$ cat config.mk
export PLATFORM = sky130hd
export DESIGN_NAME = spi_logic_slave_flat
export DESIGN_NICKNAME = d
export VERILOG_FILES = /design/src/rtl/spi_logic_slave_if.sv /design/src/rtl/spi_logic_slave.sv /design/src/flat_wrapper.sv
export SDC_FILE = /design/constraint.sdc
export NUM_CORES = 1
export LEC_CHECK = 0
export CAP_MARGIN = 30
export CORE_ASPECT_RATIO = 0.9
export CORE_MARGIN = 5
export CORE_UTILIZATION = 25
export CTS_CLUSTER_SIZE = 8
export DETAILED_ROUTE_END_ITERATION = 8
export PLACE_DENSITY_LB_ADDON = 0.25
export SLEW_MARGIN = 20
export SYNTH_ARGS = -nofsm -noshare
export SYNTH_HDL_FRONTEND = slang
export SYNTH_SLANG_ARGS = --single-unit
$ cat constraint.sdc
create_clock -name clk_cpu -period 2.65 [get_ports clk_cpu]
set_input_delay 0.6625 -clock clk_cpu [delete_from_list [all_inputs] [get_ports clk_cpu]]
set_output_delay 0.6625 -clock clk_cpu [all_outputs]
set_load 0.1 [all_outputs]
$ cat src/rtl/spi_logic_slave_if.sv
// CPU-side register interface of the SPI responder: configuration, TX buffer
// load, RX word readback and interrupt status.
interface spi_logic_slave_if;
    logic        SPI_EN;
    logic [1:0]  SPI_DATA_LEN;
    logic [31:0] SPI_DATA_OUT;
    logic        SPI_TX_LOAD;
    logic        SPI_IRQ_CLR;
    logic [31:0] SPI_DATA_IN;
    logic        IRQ_SPI;
    logic        SPI_OVERRUN;
    logic        TX_EMPTY;

    modport master (
        output SPI_EN, SPI_DATA_LEN, SPI_DATA_OUT, SPI_TX_LOAD, SPI_IRQ_CLR,
        input  SPI_DATA_IN, IRQ_SPI, SPI_OVERRUN, TX_EMPTY
    );

    modport slave (
        input  SPI_EN, SPI_DATA_LEN, SPI_DATA_OUT, SPI_TX_LOAD, SPI_IRQ_CLR,
        output SPI_DATA_IN, IRQ_SPI, SPI_OVERRUN, TX_EMPTY
    );
endinterface

$ cat src/rtl/spi_logic_slave.sv
// SPI mode-0 responder, MSB first, 8/16/24/32-bit words, oversampling the
// external pins in the clk_cpu domain.
module spi_logic_slave (
    input  logic              clk_cpu,
    input  logic              rst,
    spi_logic_slave_if.slave  bus,
    input  logic              SCK,
    input  logic              MOSI,
    input  logic              SS,
    output logic              MISO,
    output logic              MISO_OE
);
    typedef enum logic [1:0] {IDLE, LOAD, SHIFT} state_t;

    state_t      state;
    logic [2:0]  sck_sync;
    logic [2:0]  ss_sync;
    logic [1:0]  mosi_sync;

    logic [1:0]  len_q;
    logic [31:0] tx_buf;
    logic        tx_empty;
    logic [30:0] tx_shift;
    logic [30:0] rx_shift;
    logic [5:0]  bit_cnt;
    logic        rise_seen;
    logic [31:0] data_in;
    logic        irq;
    logic        overrun;
    logic        miso_q;
    logic        miso_oe_q;

    logic        sck_rise, sck_fall, ss_fall, ss_rise, mosi_bit;
    logic [5:0]  n_bits;
    logic [5:0]  cnt_nxt;
    logic        word_done;
    logic [31:0] rx_nxt;
    logic [31:0] tx_nxt;
    logic [31:0] tx_load_val;
    logic [31:0] len_mask;
    logic [4:0]  msb_idx;
    logic [4:0]  load_msb_idx;

    // SS resets high so a select held across reset release is not seen as a fall
    always_ff @(posedge clk_cpu or negedge rst) begin
        if (!rst) begin
            sck_sync  <= 3'b000;
            ss_sync   <= 3'b111;
            mosi_sync <= 2'b00;
        end else begin
            sck_sync  <= {sck_sync[1:0], SCK};
            ss_sync   <= {ss_sync[1:0], SS};
            mosi_sync <= {mosi_sync[0], MOSI};
        end
    end

    assign sck_rise = sck_sync[1] & ~sck_sync[2];
    assign sck_fall = ~sck_sync[1] & sck_sync[2];
    assign ss_fall  = ~ss_sync[1] & ss_sync[2];
    assign ss_rise  = ss_sync[1] & ~ss_sync[2];
    assign mosi_bit = mosi_sync[1];

    assign n_bits       = {1'b0, len_q, 3'b000} + 6'd8;
    assign cnt_nxt      = bit_cnt + 6'd1;
    assign word_done    = (state == SHIFT) && sck_rise && !ss_rise && (cnt_nxt == n_bits);
    assign rx_nxt       = {rx_shift, mosi_bit};
    assign tx_nxt       = {tx_shift, 1'b0};
    assign tx_load_val  = tx_empty ? 32'h0 : tx_buf;
    assign msb_idx      = {len_q, 3'b111};
    assign load_msb_idx = {bus.SPI_DATA_LEN, 3'b111};

    always_comb begin
        len_mask = 32'hFFFF_FFFF;
        case (len_q)
            2'd0:    len_mask = 32'h0000_00FF;
            2'd1:    len_mask = 32'h0000_FFFF;
            2'd2:    len_mask = 32'h00FF_FFFF;
            default: len_mask = 32'hFFFF_FFFF;
        endcase
    end

    always_ff @(posedge clk_cpu or negedge rst) begin
        if (!rst) begin
            state     <= IDLE;
            len_q     <= 2'd0;
            tx_buf    <= 32'h0;
            tx_empty  <= 1'b1;
            tx_shift  <= 31'h0;
            rx_shift  <= 31'h0;
            bit_cnt   <= 6'd0;
            rise_seen <= 1'b0;
            data_in   <= 32'h0;
            irq       <= 1'b0;
            overrun   <= 1'b0;
            miso_q    <= 1'b0;
            miso_oe_q <= 1'b0;
        end else begin
            if (ss_rise) begin
                // deselect abandons any partial word; the TX buffer stays consumed
                state     <= IDLE;
                miso_q    <= 1'b0;
                miso_oe_q <= 1'b0;
            end else begin
                case (state)
                    IDLE: begin
                        if (ss_fall && bus.SPI_EN)
                            state <= LOAD;
                    end
                    LOAD: begin
                        len_q     <= bus.SPI_DATA_LEN;
                        tx_shift  <= tx_load_val[30:0];
                        tx_empty  <= 1'b1;
                        rx_shift  <= 31'h0;
                        bit_cnt   <= 6'd0;
                        rise_seen <= 1'b0;
                        miso_q    <= tx_load_val[load_msb_idx];
                        miso_oe_q <= 1'b1;
                        state     <= SHIFT;
                    end
                    SHIFT: begin
                        if (sck_rise) begin
                            rx_shift  <= rx_nxt[30:0];
                            bit_cnt   <= cnt_nxt;
                            rise_seen <= 1'b1;
                            if (word_done)
                                state <= bus.SPI_EN ? LOAD : IDLE;
                        end else if (sck_fall && rise_seen) begin
                            // a fall before the word's first rise is the previous word's tail
                            tx_shift <= tx_nxt[30:0];
                            miso_q   <= tx_nxt[msb_idx];
                        end
                    end
                    default: state <= IDLE;
                endcase
            end

            // a write in the LOAD cycle lands in the buffer after it was copied out
            if (bus.SPI_TX_LOAD) begin
                tx_buf   <= bus.SPI_DATA_OUT;
                tx_empty <= 1'b0;
            end

            if (bus.SPI_IRQ_CLR) begin
                irq     <= 1'b0;
                overrun <= 1'b0;
            end
            if (word_done) begin
                data_in <= rx_nxt & len_mask;
                irq     <= 1'b1;
                if (irq && !bus.SPI_IRQ_CLR)
                    overrun <= 1'b1;
            end
        end
    end

    assign bus.SPI_DATA_IN = data_in;
    assign bus.IRQ_SPI     = irq;
    assign bus.SPI_OVERRUN = overrun;
    assign bus.TX_EMPTY    = tx_empty;
    assign MISO            = miso_q;
    assign MISO_OE         = miso_oe_q;
endmodule

$ cat src/flat_wrapper.sv
// flat-port wrapper written by rule: the top's interface ports become plain ports
module spi_logic_slave_flat 
  (clk_cpu, rst, SCK, MOSI, SS, MISO, MISO_OE, bus_SPI_EN, bus_SPI_DATA_LEN, bus_SPI_DATA_OUT, bus_SPI_TX_LOAD, bus_SPI_IRQ_CLR, bus_SPI_DATA_IN, bus_IRQ_SPI, bus_SPI_OVERRUN, bus_TX_EMPTY);
  spi_logic_slave_if bus_i ();
  input  logic clk_cpu;
  input  logic rst;
  input  logic SCK;
  input  logic MOSI;
  input  logic SS;
  output logic MISO;
  output logic MISO_OE;
  input wire logic [$bits(bus_i.SPI_EN)-1:0] bus_SPI_EN;
  input wire logic [$bits(bus_i.SPI_DATA_LEN)-1:0] bus_SPI_DATA_LEN;
  input wire logic [$bits(bus_i.SPI_DATA_OUT)-1:0] bus_SPI_DATA_OUT;
  input wire logic [$bits(bus_i.SPI_TX_LOAD)-1:0] bus_SPI_TX_LOAD;
  input wire logic [$bits(bus_i.SPI_IRQ_CLR)-1:0] bus_SPI_IRQ_CLR;
  output wire logic [$bits(bus_i.SPI_DATA_IN)-1:0] bus_SPI_DATA_IN;
  output wire logic [$bits(bus_i.IRQ_SPI)-1:0] bus_IRQ_SPI;
  output wire logic [$bits(bus_i.SPI_OVERRUN)-1:0] bus_SPI_OVERRUN;
  output wire logic [$bits(bus_i.TX_EMPTY)-1:0] bus_TX_EMPTY;
  assign bus_i.SPI_EN = bus_SPI_EN;
  assign bus_i.SPI_DATA_LEN = bus_SPI_DATA_LEN;
  assign bus_i.SPI_DATA_OUT = bus_SPI_DATA_OUT;
  assign bus_i.SPI_TX_LOAD = bus_SPI_TX_LOAD;
  assign bus_i.SPI_IRQ_CLR = bus_SPI_IRQ_CLR;
  assign bus_SPI_DATA_IN = bus_i.SPI_DATA_IN;
  assign bus_IRQ_SPI = bus_i.IRQ_SPI;
  assign bus_SPI_OVERRUN = bus_i.SPI_OVERRUN;
  assign bus_TX_EMPTY = bus_i.TX_EMPTY;
  spi_logic_slave u_core (.clk_cpu(clk_cpu), .rst(rst), .bus(bus_i), .SCK(SCK), .MOSI(MOSI), .SS(SS), .MISO(MISO), .MISO_OE(MISO_OE));
endmodule
After elaboration in Yosys (flattened, before gate mapping)
Index checks and enable logic that the tools add are counted.
{"block": "totals", "register_bits": 150, "latch_bits": 0, "ram_bits": 0, "romBits": 0, "input_bits": 42, "mem_count": 0}
{"block": "classes", "addsub": 2, "mul": 0, "div_mod_pow": 0, "magnitude_cmp": 2, "n_eq_ne": 14, "shifts": 0, "n_mux": 34, "bitwise_logic": 10, "n_reduce_logical": 21}
{"operator": "31-bit one-hot mux with 2 select lines", "n": 2}
{"operator": "32-bit one-hot mux with 3 select lines", "n": 1}
{"operator": "31-bit 2-to-1 mux", "n": 3}
{"operator": "32-bit AND", "n": 1}
{"operator": "32-bit 2-to-1 mux", "n": 1}
{"operator": "1-bit 2-to-1 mux", "n": 16}
{"operator": "5-bit by 6-bit less-than comparator with 1-bit output (second input constant)", "n": 2}
{"operator": "6-bit one-hot mux with 2 select lines", "n": 1}
{"operator": "3-bit by 1-bit inequality test with 1-bit output (second input constant)", "n": 3}
{"operator": "3-bit AND reduction", "n": 3}
{"operator": "2-bit 2-to-1 mux", "n": 4}
{"operator": "2-bit nonzero test", "n": 4}
{"operator": "5-bit by 4-bit adder with 6-bit output (second input constant)", "n": 1}
{"operator": "6-bit by 1-bit adder with 6-bit output (second input constant)", "n": 1}
{"operator": "6-bit == test", "n": 1}
{"operator": "1-bit logical AND", "n": 6}
{"operator": "6-bit 2-to-1 mux", "n": 1}
{"operator": "2-bit inequality test (second input constant)", "n": 3}
{"operator": "2-bit one-hot mux with 3 select lines", "n": 1}
{"operator": "1-bit NOT", "n": 5}
{"operator": "1-bit AND", "n": 4}
{"operator": "1-bit binary-select mux with 2-bit select", "n": 2}
{"operator": "2-bit by 1-bit == test with 1-bit output (second input constant)", "n": 2}
{"operator": "2-bit == test (second input constant)", "n": 2}
{"operator": "other kinds (9)", "n": 13}

Logic depth before layout (Yosys ltp)
{"block": "depth", "depth_word": 9, "ltp_mapped": 9, "ltp_nobuf": 6}

Least setup slack after synthesis
No wires, ideal clock.
{"block": "synth_timing", "path_type": "register to register", "from": "register u_core.len_q[0]", "to": "register u_core.data_in[10], in the netlist u_core.bus.SPI_DATA_IN[10]", "setup_time_ns": 0.125, "t_arrival_ns": 1.876, "t_required_ns": 2.525, "setup_slack_ns": 0.648, "path_stages_with_launch": 8, "n_path_buf": 1, "synth_period_minus_slack_ns": 2.002, "path_cell_list": "dfrtp_1 inv_1 ha_1 xnor3_1 nor2b_2 nand4_4 buf_6 mux2_4"}
{"block": "synth_via", "elab_chain_cells": 3, "elab_cells_between_ends": 8}
{"item": "from (decl)", "line_no": "spi_logic_slave.sv:20", "text": "logic [1:0] len_q;"}
{"item": "from (signal assigned)", "line_no": "spi_logic_slave.sv:110", "text": "len_q <= bus.SPI_DATA_LEN;"}
{"item": "5-bit by 4-bit adder with 6-bit output, or another cell as far along", "line_no": "spi_logic_slave.sv:63", "text": "assign n_bits = {1'b0, len_q, 3'b000} + 6'd8;"}
{"item": "6-bit == test / 32-bit one-hot mux with 3 select lines (equally long branches)", "line_no": "spi_logic_slave.sv:65, spi_logic_slave.sv:74"}
{"item": "1-bit logical AND / 32-bit AND (equally long branches)", "line_no": "spi_logic_slave.sv:65, spi_logic_slave.sv:148"}
{"item": "to (signal assigned)", "line_no": "spi_logic_slave.sv:148", "text": "data_in <= rx_nxt & len_mask;"}
{"item": "to (decl)", "line_no": "spi_logic_slave.sv:27", "text": "logic [31:0] data_in;"}
Parallel ways exist; a longest one is shown, timed or not.
A chain may end at the register's enable or synchronous reset.

Worst setup path in the final report
{"block": "layout_timing", "from": "register u_core.bit_cnt[0]", "to": "register u_core.data_in[15], in the netlist u_core.bus.SPI_DATA_IN[15]"}
{"block": "layout_via", "elab_chain_cells": 3}
{"item": "from (decl)", "line_no": "spi_logic_slave.sv:25", "text": "logic [5:0] bit_cnt;"}
{"item": "from (signal assigned)", "line_no": "spi_logic_slave.sv:123", "text": "bit_cnt <= cnt_nxt;"}
{"item": "6-bit by 1-bit adder with 6-bit output", "line_no": "spi_logic_slave.sv:64", "text": "assign cnt_nxt = bit_cnt + 6'd1;"}
{"item": "6-bit == test", "line_no": "spi_logic_slave.sv:65", "text": "assign word_done = (state == SHIFT) && sck_rise && !ss_rise && (cnt_nxt == n_bits);"}
{"item": "1-bit logical AND", "line_no": "spi_logic_slave.sv:65"}
No other way between the ends.

==> run metrics <==
status=finished, final reports clean; met2 WL=6.02 mm; Die W=177 um; total negative setup slack=0 ns; critical path required time=2.94 ns; number of global-route vias before repair=4,248; Worst-Skew Late Latency=0.41 ns; Clk pin slew, worst setup/hold paths=0.06 ns; RSZ-0062 raised after global routing=false; worst hold-check path type=in -> async; number of buffers added for setup after CTS=0; global route overflow=0; FFs w/ async S/R, synth=100%; Worst Max-Slew Pin Slew=0.484 ns; global placer's final weighted congestion=0.683; Rel. slew slack=67.7%; row count=54; Pwr Total=7.49 mW; Total Wirelength=13.4 mm; Synth cell types=41; Crit. End Element=flop; starting density of the core=25.5%; Area contributors post-synth=dfrtp_1 59%, mux2_2 6.9%, a22o_1 4.5%, a22oi_1 3.6%, mux2_4 2.9%; first drt pass iteration count=4; crit path buf inv count=0; Routed WL per cell=14.4 um; H-tree Lvls=4; Worst path depth=6; CP top delay family=simple AND/OR/NAND/NOR gates; most common cell in the netlist=dfrtp_1; Final Max Tran Viols=0; post-synthesis simple-gate area fraction=7.53%; #FFs+latches synth=150; Vias/cell=4.37; uppermost routed layer=met4; routed vias=4,045; post-DP HPWL=8.89 mm; Core Region=24,500 um^2; layout cells sized above 1=24.4%; synthesized cell area=6240 um^2; Mean Syn Cell Area=12.6 um^2; Area Growth Syn to Fin=28.0%; most frequent cells after synthesis=146 x dfrtp_1, 38 x mux2_2, 36 x nor2_1, 33 x a21oi_1, 32 x a22o_1; Port Buffers=78; Die H=160 um; GRT Total Usage=9.70%; Synth Area in Compound Gates=12.2%; crit share post-route=89.4%; Ports=79; first-pass GRT wire length=22.3 mm; Hold Buf Count CTS=0; met3 WL=791 um; Leak=3.71 nW; Resized cells post-CTS=0; Root Buffer=clkbuf_16; cell taking the most area after synthesis=dfrtp_1; CTS Buf Count=17; Mapped Nets=548; Critical Path AT=2.66 ns; Crit-path slowest cell=dfrtp_1; Final Skew=0.00922 ns; critical path's largest stage delay=0.42 ns; Final Hold Vio Count=0; sequential-to-total area share from yosys stat=60.2%; mux share of post-synthesis cell area=13.0%; Max FO, Critical Path=12; Peak VDD IR=0.000444 V; Pwr per Cell Area=937 nW/um^2; Yosys warnings=0; CTS Buffer Depth=2; DRT iter0 DRCs=278; Period minus WS final=2.37 ns; largest net degree at the start of global routing=60; Final setup violation count=0; Nets=627; CP startpoint kind=flop; met1 WL=6.47 mm; Syn Inst Count=497; Die ar.=28,200 um^2; combinational family with the most area after synthesis=multiplexers; antenna violations before repair=0; CP Class=reg -> reg; CTS sink cnt=150; worst-path cell chain=ha_1 > and3_1 > xnor3_1 > nor2b_2 > nand4_4 > mux2_4; cells on worst reg2reg path=6; Max Cap Viol=0; CTS tree=done; Synth Area in Adders=1.80%; Post-synth EDFFs=0; f_max=422 MHz; DRC=0; # diodes=0; Primary FF master, synth=dfrtp_1; share of the synthesized area in the top cell type=58.5%; Post-Synth XOR/XNOR Area=1.54%; remaining antenna violation count=0
==> per-layer routing <==
metal  track usage, %  vias up
met1             13.5     2022
met5                0        -
met4             2.43        0
met2             14.7      106
met3             3.07        6
li1                 -     1911
==> where the power goes <==
part           internal [mW]  leakage, nW  total [mW]  switching (mW)
clock network           1.54        0.291        2.48           0.936
registers               2.67         1.90        2.90           0.233
logic                  0.790         1.51        2.11            1.32
total                   5.00         3.71        7.49            2.49
==> worst register-to-register path, cell delays in order, from the launching register on <==
cell     delay (ns)
dfrtp_1        0.42
ha_1           0.27
and3_1         0.23
xnor3_1        0.20
nor2b_2        0.34
nand4_4        0.38
mux2_4         0.41
==> sequential cells by signal, indices dropped and copies added, names as in the netlist <==
register	cells
u_core.sck_sync	3
u_core.ss_sync	3
u_core.tx_buf	32
u_core.mosi_sync	2
u_core.bus.TX_EMPTY	1
u_core.rise_seen	1
u_core.bit_cnt	6
u_core.MISO_OE	1
u_core.tx_shift	31
u_core.bus.SPI_DATA_IN	32
u_core.state	2
u_core.bus.SPI_OVERRUN	1
u_core.bus.IRQ_SPI	1
u_core.MISO	1
u_core.rx_shift	31
u_core.len_q	2
==> logic make-up after synthesis <==
kind of cell,after synthesis
buffers and inverters,56
adders and majority gates,9
DFF,150
muxes,68
AOI/OAI and AO/OA,110
and+or+nand+nor,97
xor gates and xnor gates,7
==> placed cells by master (no fill, tap or decap), drive strengths merged, types with 7 or more instances in the layout <==
cell type,n
a21oi,33
a22o,32
a22oi,30
and3,7
buf,51
clkbuf,22
clkdlybuf4s50,40
dfrtp,146
ha,9
inv,26
mux2,50
mux2i,16
nand2,30
nor2,36
nor2b,10
o21ai,9
==> final cells by class <==
class	count	area, um^2
sequential	150	3760
clock buffer	22	464
tap	336	420
clock inverter	10	145
multi-input combinational	292	2280
fill	2462	16500
inverter	24	90.1
timing repair buffer	91	837
==> final timing paths <==
path                                     start                         end  slack (ns)
setup / recovery             u_core.bit_cnt[0]  u_core.bus.SPI_DATA_IN[15]        0.28
hold / removal                             rst   u_core.bus.SPI_DATA_IN[4]        0.16
setup reg to reg             u_core.bit_cnt[0]  u_core.bus.SPI_DATA_IN[15]        0.28
hold reg to reg            u_core.mosi_sync[0]         u_core.mosi_sync[1]        0.35
max in group asynchronous                  rst             u_core.len_q[1]        1.83
min in group clk_cpu       u_core.mosi_sync[0]         u_core.mosi_sync[1]        0.35
==> metrics by stage <==
step	util, %	instances	cell area [um^2]	worst slack [ns]	hold WS (ns)
6_report	32.7	925	7990	0.280	0.160
5_1_grt	32.7	925	7990	0.0992	0.185
4_1_cts	32.6	924	7970	0.0971	0.164
3_5_place_dp	30.1	892	7360	0.136	0.337
3_3_place_gp	30.1	892	7360	0.235	0.342
2_1_floorplan	-	497	6240	0.648	0.331
Power figures use the tool's default switching activity.
